==> config.mk <==
export PLATFORM = sky130hd
export DESIGN_NAME = tile_line_renderer
export DESIGN_NICKNAME = d
export VERILOG_FILES = /design/src/rtl/tile_line_renderer.sv
export SDC_FILE = /design/constraint.sdc
export NUM_CORES = 1
export LEC_CHECK = 0
export ABC_CLOCK_PERIOD_IN_PS = 1900
export CORE_ASPECT_RATIO = 0.75
export CORE_MARGIN = 2
export CORE_UTILIZATION = 45
export CTS_BUF_LIST = sky130_fd_sc_hd__clkbuf_8
export CTS_CLUSTER_SIZE = 10
export DETAILED_ROUTE_END_ITERATION = 7
export HOLD_SLACK_MARGIN = 0.15
export MAX_ROUTING_LAYER = met4
export PLACE_DENSITY = 0.78
export RECOVER_POWER = 100
export SLEW_MARGIN = 20
export SYNTH_ARGS = -nofsm -noshare
export SYNTH_HDL_FRONTEND = slang
export SYNTH_SLANG_ARGS = --single-unit
==> constraint.sdc <==
create_clock -name clk -period 1.9 [get_ports clk]
set_input_delay 0.19 -clock clk [delete_from_list [all_inputs] [get_ports clk]]
set_output_delay 0.19 -clock clk [all_outputs]
set_load 0.05 [all_outputs]
==> src/rtl/tile_line_renderer.sv <==
// Tile-map line renderer: fetches glyph index, bitmap and palette for each pixel
// of one scanline and streams RGB332 colours into the inactive line buffer bank.
module tile_line_renderer #(
  parameter int LINE_PIXELS   = 512,
  parameter int LB_ADDR_WIDTH = 10
) (
  input  logic                     clk,
  input  logic                     rst_n,
  input  logic                     start,
  input  logic [8:0]               line_y,
  input  logic                     bank,
  output logic                     busy,
  output logic                     done,
  output logic                     overrun,
  output logic [11:0]              char_addr,
  input  logic [7:0]               char_data,
  output logic [11:0]              gfx_addr,
  input  logic [7:0]               gfx_data,
  output logic [9:0]               pal_addr,
  input  logic [7:0]               pal_data,
  output logic                     lb_we,
  output logic [LB_ADDR_WIDTH-1:0] lb_addr,
  output logic [7:0]               lb_data
);

  // state | meaning
  // IDLE  | waiting for start
  // RUN   | one glyph-map fetch per cycle, x = 0..LINE_PIXELS-1
  // DRAIN | 4 cycles while the fetch pipeline empties
  // DONE  | done pulse, back to IDLE
  typedef enum logic [1:0] {IDLE, RUN, DRAIN, DONE} state_t;

  localparam int         XW     = LB_ADDR_WIDTH - 1;
  localparam logic [8:0] X_LAST = 9'(LINE_PIXELS - 1);

  state_t     state;
  logic [8:0] x;
  logic [8:0] y_q;
  logic       bank_q;
  logic [1:0] drain_cnt;
  logic [8:0] x_c0, x_d1, x_d2, x_d3;
  logic       v0, v1, v2, v3;
  logic [7:0] glyph_d2;
  logic [1:0] pix;

  always_ff @(posedge clk) begin
    if (!rst_n) begin
      state     <= IDLE;
      x         <= '0;
      y_q       <= '0;
      bank_q    <= 1'b0;
      drain_cnt <= '0;
      busy      <= 1'b0;
      done      <= 1'b0;
      overrun   <= 1'b0;
      char_addr <= '0;
      x_c0      <= '0;
      v0        <= 1'b0;
    end else begin
      done <= 1'b0;
      v0   <= 1'b0;
      if (start && state != IDLE) overrun <= 1'b1;
      case (state)
        IDLE: begin
          if (start) begin
            y_q    <= line_y;
            bank_q <= bank;
            x      <= '0;
            busy   <= 1'b1;
            state  <= RUN;
          end
        end
        RUN: begin
          char_addr <= {y_q[8:3], x[8:3]};
          x_c0      <= x;
          v0        <= 1'b1;
          if (x == X_LAST) begin
            drain_cnt <= 2'd3;
            state     <= DRAIN;
          end else begin
            x <= x + 9'd1;
          end
        end
        DRAIN: begin
          if (drain_cnt == 2'd0) begin
            done  <= 1'b1;
            state <= DONE;
          end else begin
            drain_cnt <= drain_cnt - 2'd1;
          end
        end
        DONE: begin
          busy  <= 1'b0;
          state <= IDLE;
        end
        default: state <= IDLE;
      endcase
    end
  end

  // x and glyph travel with the memory latency so each palette lookup
  // belongs to the same pixel as its bitmap fetch.
  always_ff @(posedge clk) begin
    if (!rst_n) begin
      x_d1     <= '0;
      x_d2     <= '0;
      x_d3     <= '0;
      v1       <= 1'b0;
      v2       <= 1'b0;
      v3       <= 1'b0;
      glyph_d2 <= '0;
      lb_we    <= 1'b0;
      lb_addr  <= '0;
      lb_data  <= '0;
    end else begin
      x_d1     <= x_c0;
      v1       <= v0;
      x_d2     <= x_d1;
      v2       <= v1;
      glyph_d2 <= char_data;
      x_d3     <= x_d2;
      v3       <= v2;
      lb_we    <= v3;
      lb_addr  <= {bank_q, XW'(x_d3)};
      lb_data  <= pal_data;
    end
  end

  assign gfx_addr = {char_data, y_q[2:0], x_d1[2]};

  always_comb begin
    pix = gfx_data[7:6];
    case (x_d2[1:0])
      2'd0: pix = gfx_data[7:6];
      2'd1: pix = gfx_data[5:4];
      2'd2: pix = gfx_data[3:2];
      2'd3: pix = gfx_data[1:0];
      default: pix = gfx_data[7:6];
    endcase
  end

  assign pal_addr = {glyph_d2, pix};

endmodule

==> run_results.csv, run 1 <==
group,metric,value,unit
timing,drv_slew,0,
clock_tree,numCtsBuffers,9,
power,powerDensity,1100,mW/mm²
setup_path,critPathLaunchType,"register",
setup_path,endpoint,"x[7]$_SDFFE_PN0P_",
synthesis,synthTopCellsByArea,"dfxtp_1 (56%), and2_1 (10%), mux2i_1 (4.5%)",
setup_path,startpoint,"x[0]$_SDFFE_PN0P_",
synthesis,synth_top_area_frac,0.563,
placement,place_congestion,0.789,
placement,place_area,0.00449,mm²
synthesis,ys_types,30,
synthesis,synth_xor_area_frac,0,
floorplan,num_rows,27,
routing,dr.pass1.iters,4,
floorplan,dieArea,0.00856,mm²
setup_path,critPathCaptureType,"register",
timing,hold_viol_final,0,
clock_tree,root_buffer,"clkbuf_8",
setup_path,path_depth,8,
synthesis,synth.net_count,380,
clock_tree,clkTransAtPathRegs,0.10,ns
synthesis,ys_seq_area_frac,0.563,
clock_tree,cts_buffer_depth,2,
synthesis,syn_area,0.00352,mm²
job,drv_cap,0,
setup_path,cpLargestDelayFamily,"simple AND/OR/NAND/NOR gates",
power,power_frac_comb,0.316,
synthesis,ys_warn_count,0,
global_routing,grt_pass1_wl,10.5,mm
global_routing,grt_max_degree,95,
routing,ant_nets,0,
routing,via_count,2496,
power,vdd_drop_max,0.625,mV
status,status,"finished clean",
floorplan,pin_count,93,
clock_tree,cts_sinks,99,
timing,fin_crit_sh,0.981,
synthesis,yosysTopAreaCell,"dfxtp_1",
cells_and_area,fin_nets,472,
placement,numPlacedInstances,513,
floorplan,start_util,0.472,
placement,place_ws,-0.0560,ns
setup_path,required,2.20,ns
placement,portBuffers,92,
synthesis,synth_cells,335,
routing,wl_per_cell,12.1,µm
worst_hold_path,hold_class,"in -> reg",
timing,clock_skew,0.00973,ns
synthesis,synth_area_per_cell,10.5,µm²
synthesis,synth_fa_ha_area_frac,0.0284,
timing,worstMarginPinSlew,0.543,ns
cells_and_area,n_antenna_cell,0,
synthesis,synth-seq-cells,99,
global_routing,grt-ovfl-total,0,
cells_and_area,layout_commonest_cell,"dfxtp_1",
setup_path,r2r_setup_slack,0.04,ns
setup_path,path_cells,"ha_4 > nand3_1 > nor2_1 > ha_2 > and2b_4 > o21ai_4 > or4_4 > a21oi_2",
timing,slew_headroom,0.637,
power,power.share.clock,0.245,
power,leakage,0.00186,µW
cells_and_area,area_growth,35.6,%
floorplan,core_area,0.00747,mm²
timing,max_freq,0.537,GHz
timing,setup_viol_count_final,0,
power,p_total,5260,µW
setup_path,worstSetupPathType,"reg -> reg",
cells_and_area,drive_gt1_frac,0.155,
setup_path,reg2reg_depth,8,
synthesis,synthMuxAreaShare,0.0583,
synthesis,synth_compound_area_frac,0.0650,
synthesis,synth_top_family_by_area,"simple AND/OR/NAND/NOR gates",
floorplan,die_width,106,µm
setup_path,r2r-end,"x[7]$_SDFFE_PN0P_",
timing,setup_ws,0.0363,ns
setup_path,crit_slowest_cell,"or4_4",
worst_hold_path,hold-path-cell-count,3,
power,p_switching,1770,µW
power,p_seq_frac,0.439,
placement,dpl.hpwl,4.29,mm
setup_path,cp_num_buf_inv,0,
setup_path,crit_fanout,6,
routing,wl,6.46,mm
clock_tree,htreeDepth,3,
global_routing,antenna_found_initial,0,
clock_tree,clk-insertion-delay-late,0.36,ns
clock_tree,tritoncts,"built",
floorplan,die_h,80.6,µm
clock_tree,cts_hold_buffers,0,
cells_and_area,stdcell_area,0.00477,mm²
routing,initialDrtViolationCount,115,
timing,rsz0062_at_grt,"true",
setup_path,max_stage_delay,0.49,ns
power,p_int,3490,µW
cells_and_area,final_cell_mix,"dfxtp_1 (96), clkdlybuf4s50_1 (81), and2_1 (59), nand2_1 (31), buf_4 (30)",
cells_and_area,fin_cells,533,
power,p_sw_frac,0.337,
setup_path,worstPathArrival,2.17,ns
routing,vias_per_cell,4.68,
global_routing,grt_usage,0.161,
routing,drc_errors,0,
global_routing,grt_pass1_vias,2412,
synthesis,yosys.area_share.simple,0.221,
timing,setup_tns,0,ns
timing,period_needed,1.86,ns
setup_path,reg2reg_from,"x[0]$_SDFFE_PN0P_",
==> tightest hold or removal path: cells and delay by family <==
kind                   cells  cell delay (ns)
AOI/OAI and AO/OA          1             0.15
buffers and inverters      2             0.31
==> synthesized netlist by cell type <==
library cell,n
a211oi_1,1
a21boi_0,12
a21oi_1,7
and2_1,59
and2b_4,1
and3_1,1
buf_2,1
buf_4,19
buf_6,1
clkbuf_1,13
dfxtp_1,99
ha_1,8
inv_1,5
mux2i_1,16
mux4_2,2
nand2_1,31
nand2b_1,2
nand3_1,6
nand4_1,3
nor2_1,5
nor2b_1,22
nor3_1,1
nor4b_1,1
o211a_1,1
o211ai_1,4
o21a_1,2
o21ai_0,2
o21ai_2,1
o31ai_1,3
or4_1,6
==> per-layer routing <==
| metal | GRT usage | vias up | routed length (µm) |
|---|---|---|---|
| met1 | 0.177 | 1136 | 2930 |
| met2 | 0.269 | 85 | 2970 |
| met3 | 0.0593 | 11 | 481 |
| li1 | - | 1264 | - |
| met5 | - | - | 0 |
| met4 | 0.0592 | 0 | 78 |
==> logic make-up (layout without fill, tap and decap cells) <==
group                      count (synthesis)  count (layout)
buffers and inverters                     39             135
DFF                                       99              99
muxes                                     18              18
adders and majority gates                  8               8
AOI/OAI and AO/OA                         33              34
and+or+nand+nor                          138             138
==> sequential cells by signal (all words and copies together), names as in the netlist, 3 cells and up <==
register,flops
x_d2,9
y_q,9
x_d3,9
x_c0,3
lb_data,8
glyph_d2,8
x_d1,9
x,9
lb_addr,10
char_addr,12
==> power by group through the flow <==
stage	registers [µW]	clock network (µW)	logic (µW)
6_report	2310	1290	1660
5_1_grt	2330	1420	1800
4_1_cts	2300	1330	1590
3_5_place_dp	2350	0	1500
3_3_place_gp	2340	0	1450
2_1_floorplan	2510	0	861
==> layout make-up <==
class                   count  area (µm²)
clock buffers              10         138
clock inverters             6        55.1
fillers                   609        2690
inverters                   5        18.8
multi-input cells         198        1380
flip-flops and latches     99        1990
well taps                 101         126
repair buffers            114        1070
==> stage by stage <==
stage / hold WS, ns / util
after floorplan: 0.317 / -
final: 0.339 / 0.639
after CTS: 0.313 / 0.630
after detailed placement: 0.417 / 0.601
after global routing: 0.359 / 0.639
after global placement: 0.414 / 0.601
==> repair_timing <==
| item | CTS | global route |
|---|---|---|
| setup buffers | 1 | 2 |
| resized for setup | 1 | 17 |
| setup endpoints to repair | 4 | 10 |
| cloned | 1 | 0 |
| pin swaps | 3 | 2 |
==> worst min path at each step <==
stage                                   from                        end  slack [ns]
after global placement    x_d3[6]$_SDFF_PN0_      lb_addr[6]$_SDFF_PN0_        0.41
after global routing                   rst_n        y_q[7]$_SDFFE_PN0P_        0.36
final                                  rst_n        y_q[7]$_SDFFE_PN0P_        0.34
after CTS                              rst_n  drain_cnt[1]$_SDFFE_PN0P_        0.31
after floorplan                 char_data[0]     glyph_d2[0]$_SDFF_PN0_        0.32
after detailed placement  x_d1[0]$_SDFF_PN0_         x_d2[0]$_SDFF_PN0_        0.42
Note: power is estimated with default switching activity, not from simulation.
==> run 2, diff against run 1 <==
SKIP_CTS_REPAIR_TIMING = 1   (was default)
==> run_results.csv, run 2 (synthesized netlist as in run 1, its figures left out) <==
group,metric,value,unit
cells_and_area,final_util,0.634,
routing,initialDrtViolationCount,117,
clock_tree,clk-insertion-delay-late,0.36,ns
cells_and_area,fin_nets,472,
job,drv_cap,0,
global_routing,grt_usage,0.157,
cells_and_area,fin_cells,533,
timing,rsz0062_at_grt,"true",
cells_and_area,n_antenna_cell,0,
setup_path,critPathCaptureType,"register",
clock_tree,tritoncts,"built",
global_routing,antenna_found_initial,0,
cells_and_area,largest_reg_flops,12,
timing,fin_crit_sh,0.981,
setup_path,worstSetupPathType,"reg -> reg",
timing,timing.hold.ws,0.332,ns
floorplan,pin_count,93,
routing,drc_errors,0,
timing,clock_skew,0.00913,ns
timing,hold_viol_final,0,
timing,worstMarginPinSlew,0.602,ns
placement,place_ws,-0.0560,ns
setup_path,critPathLaunchType,"register",
timing,max_freq,0.537,GHz
cells_and_area,reg_top3,"char_addr x12, lb_addr x10",
global_routing,grt-ovfl-total,0,
cells_and_area,area_growth,34.5,%
global_routing,grt_pass1_vias,2438,
clock_tree,numCtsBuffers,9,
placement,dpl.hpwl,4.29,mm
clock_tree,clkTransAtPathRegs,0.10,ns
placement,place_congestion,0.789,
setup_path,required,2.20,ns
setup_path,worstPathArrival,2.17,ns
timing,period_needed,1.86,ns
placement,portBuffers,92,
routing,ant_nets,0,
global_routing,grt_max_degree,95,
worst_hold_path,hold_class,"in -> reg",
setup_path,crit_fanout,7,
global_routing,grt_pass1_wl,10.3,mm
clock_tree,htreeDepth,3,
floorplan,die_width,106,µm
floorplan,start_util,0.472,
routing,wl,6.40,mm
cells_and_area,largest-register,"char_addr",
power,powerDensity,1100,mW/mm²
placement,numPlacedInstances,513,
power,vdd_drop_max,0.621,mV
routing,via_count,2497,
power,leakage,0.00189,µW
floorplan,core_area,0.00747,mm²
routing,wl_per_cell,12.0,µm
cells_and_area,layout_commonest_cell,"dfxtp_1",
floorplan,num_rows,27,
routing,dr.pass1.iters,5,
clock_tree,cts_sinks,99,
floorplan,dieArea,0.00856,mm²
routing,vias_per_cell,4.68,
floorplan,die_h,80.6,µm
timing,setup_tns,0,ns
clock_tree,cts_buffer_depth,2,
timing,drv_slew,0,
clock_tree,root_buffer,"clkbuf_8",
cells_and_area,drive_gt1_frac,0.132,
status,status,"finished clean",
timing,setup_ws,0.0367,ns
timing,setup_viol_count_final,0,
timing,slew_headroom,0.600,
cells_and_area,final_cell_mix,"dfxtp_1 (96), clkdlybuf4s50_1 (55), and2_1 (54), nand2_1 (31), dlygate4sd3_1 (26)",
[run 2: changes by cell type in the layout (fill, tap and decap cells not counted)]
cell / change
and2_0: +5
and2_1: -5
buf_2: -1
buf_4: -11
clkbuf_1: +11
clkbuf_2: +1
clkdlybuf4s50_1: -26
dlygate4sd3_1: +26
or4_1: -1
or4_4: +1
[run 2: per-layer routing]
metal  global-route usage  up-vias  part of all wire
met2                0.270       87              0.47
met4               0.0645        0             0.011
met5                    -        -                 0
li1                     -     1265                 -
met3               0.0601        9             0.080
met1                0.164     1136              0.44
[run 2: path summary, 6_finish.rpt]
| kind | slack (ns) | start | depth (start not counted) | endpoint |
|---|---|---|---|---|
| setup / recovery | 0.04 | x[0]$_SDFFE_PN0P_ | 8 | x[5]$_SDFFE_PN0P_ |
| hold / removal | 0.33 | rst_n | 3 | x[1]$_SDFFE_PN0P_ |
| hold reg to reg | 0.43 | x_d3[8]$_SDFF_PN0_ | 1 | lb_addr[8]$_SDFF_PN0_ |
| setup reg to reg | 0.04 | x[0]$_SDFFE_PN0P_ | 8 | x[5]$_SDFFE_PN0P_ |
[run 2: area by class of cell]
| class | count | area, µm² |
|---|---|---|
| Inverter | 5 | 18.8 |
| Tap cell | 101 | 126 |
| Clock inverter | 6 | 55.1 |
| Fill cell | 622 | 2730 |
| Multi-Input combinational cell | 198 | 1380 |
| Timing Repair Buffer | 114 | 1030 |
| Sequential cell | 99 | 1990 |
| Clock buffer | 10 | 138 |
[run 2: critical path, cell delays in order (launching register included)]
cell,delay (ns)
dfxtp_2,0.35
ha_4,0.16
nand3_1,0.08
nor2_1,0.05
ha_2,0.17
and2b_4,0.29
o21ai_4,0.09
or4_4,0.49
a21oi_2,0.12
[run 2: per-stage QoR]
| step | total power (µW) | instance area, µm² |
|---|---|---|
| 5_1_grt | 5510 | 4740 |
| 3_3_place_gp | 3790 | 4490 |
| 3_5_place_dp | 3840 | 4490 |
| 6_report | 5220 | 4740 |
| 2_1_floorplan | 3370 | 3520 |
| 4_1_cts | 5130 | 4680 |
[run 2: power breakdown]
group / internal, µW / total [µW] / switching, µW
Combinational: 693 / 1620 / 930
Clock: 537 / 1290 / 750
Sequential: 2230 / 2310 / 80.0
Total: 3460 / 5220 / 1760
==> run 3, diff against run 2 <==
GPL_TIMING_DRIVEN = 0   (was default)
==> run_results.csv, run 3 (synthesized netlist as in run 1, its figures left out) <==
group,metric,value,unit
status,status,"finished, violations left",
status,violations,"setup timing",
timing,setup_tns,-0.0902,ns
global_routing,grt-ovfl-total,0,
routing,vias_per_cell,4.64,
timing,drv_slew,0,
placement,place_congestion,0.799,
routing,drc_errors,0,
floorplan,pin_count,93,
timing,fin_crit_sh,1.03,
cells_and_area,n_antenna_cell,0,
worst_hold_path,hold_class,"in -> reg",
cells_and_area,reg_top3,"char_addr x12, lb_addr x10",
placement,dpl.hpwl,4.74,mm
routing,initialDrtViolationCount,85,
routing,wl,6.55,mm
timing,slew_headroom,0.607,
timing,setup_ws,-0.0625,ns
timing,period_needed,1.96,ns
routing,ant_nets,0,
clock_tree,htreeDepth,3,
setup_path,crit_slowest_cell,"or4_4",
cells_and_area,fillers,588,
global_routing,grt_usage,0.159,
clock_tree,clk-insertion-delay-late,0.36,ns
floorplan,num_rows,27,
floorplan,start_util,0.472,
cells_and_area,drive_gt1_frac,0.142,
job,drv_cap,0,
power,vdd_drop_max,0.567,mV
setup_path,required,2.20,ns
setup_path,reg2reg_from,"x[0]$_SDFFE_PN0P_",
timing,rsz0062_at_grt,"true",
clock_tree,clkTransAtPathRegs,0.10,ns
placement,portBuffers,92,
setup_path,crit_fanout,7,
setup_path,critPathLaunchType,"register",
floorplan,core_area,0.00747,mm²
clock_tree,root_buffer,"clkbuf_8",
placement,place_area,0.00457,mm²
clock_tree,tritoncts,"built",
global_routing,grt_pass1_wl,10.5,mm
power,leakage,0.00198,µW
floorplan,die_h,80.6,µm
global_routing,grt_max_degree,19,
setup_path,path_cells,"ha_4 > nand3_2 > nor2_2 > ha_2 > and2b_4 > o21ai_4 > or4_4 > a21oi_2",
routing,wl_per_cell,11.8,µm
cells_and_area,largest_reg_flops,12,
floorplan,die_width,106,µm
setup_path,critPathCaptureType,"register",
routing,dr.pass1.iters,4,
timing,setup_viol_count_final,3,
setup_path,startpoint,"x[0]$_SDFFE_PN0P_",
timing,max_freq,0.510,GHz
timing,clock_skew,0.00725,ns
clock_tree,cts_buffer_depth,2,
clock_tree,numCtsBuffers,9,
cells_and_area,fin_nets,492,
global_routing,antenna_found_initial,0,
timing,worstMarginPinSlew,0.593,ns
placement,place_ws,-0.242,ns
cells_and_area,final_cell_mix,"dfxtp_1 (95), clkdlybuf4s50_1 (46), dlygate4sd3_1 (44), and2_1 (35), nand2_1 (30)",
setup_path,worstSetupPathType,"reg -> reg",
routing,via_count,2568,
worst_hold_path,min_from,"line_y[3]",
cells_and_area,layout_commonest_cell,"dfxtp_1",
cells_and_area,largest-register,"char_addr",
floorplan,dieArea,0.00856,mm²
setup_path,worstPathArrival,2.27,ns
power,powerDensity,1040,mW/mm²
global_routing,grt_pass1_vias,2427,
setup_path,max_stage_delay,0.55,ns
clock_tree,cts_sinks,99,
cells_and_area,stdcell_area,0.00488,mm²
cells_and_area,area_growth,38.6,%
timing,hold_viol_final,0,
## run 3: changes by cell type in the layout (fill, tap and decap cells not counted), sizes merged
cell / delta
clkbuf: +5
clkinv: +2
clkinvlp: -2
dlygate4sd3: +18
buf: +6
clkdlybuf4s50: -9
inv: +1
o21ai: -1
## run 3: area by class of cell
type	instances	area [µm²]	area share
clock inverter	7	61.3	0.0126
multi-input combinational	197	1370	0.281
inverter	5	18.8	0.00385
timing repair buffer	101	980	0.201
sequential	99	1990	0.408
clock buffer	9	124	0.0254
tap	101	126	0.0259
buffer	34	208	0.0426
## run 3: worst max-delay path: cells and delay by family, from the launching register on
kind                       cells  cell delay, ns
and+or+nand+nor                4            0.96
DFF                            1            0.37
adders and majority gates      2            0.36
AOI/OAI and AO/OA              2            0.20
## run 3: where the power goes
| part | switching (µW) | internal, µW |
|---|---|---|
| sequential | 79.8 | 2230 |
| clock | 746 | 501 |
| combinational | 894 | 627 |
## run 3: worst paths after layout
path                      endpoint  slack, ns  depth (start not counted)
max              x[7]$_SDFFE_PN0P_      -0.06                          8
min reg2reg  lb_addr[1]$_SDFF_PN0_       0.44                          1
max reg2reg      x[7]$_SDFFE_PN0P_      -0.06                          8
min            y_q[3]$_SDFFE_PN0P_       0.39                          3
## run 3: stage by stage
stage | cells | power [µW] | hold WS [ns] | utilization
global placement | 528 | 3740 | 0.415 | 0.612
CTS | 544 | 5020 | 0.379 | 0.637
global route | 553 | 5360 | 0.386 | 0.654
finish | 553 | 5080 | 0.385 | 0.654
floorplan | 335 | 3370 | 0.317 | -
detailed placement | 528 | 3780 | 0.419 | 0.612
## run 3: layer usage
layer  wire length (µm)  global-route usage  vias to the layer above
met2               3070               0.273                       78
met4                 54              0.0645                        0
li1                   -                   -                     1303
met1               2960               0.175                     1179
met3                464              0.0471                        8
met5                  0                   -                        -
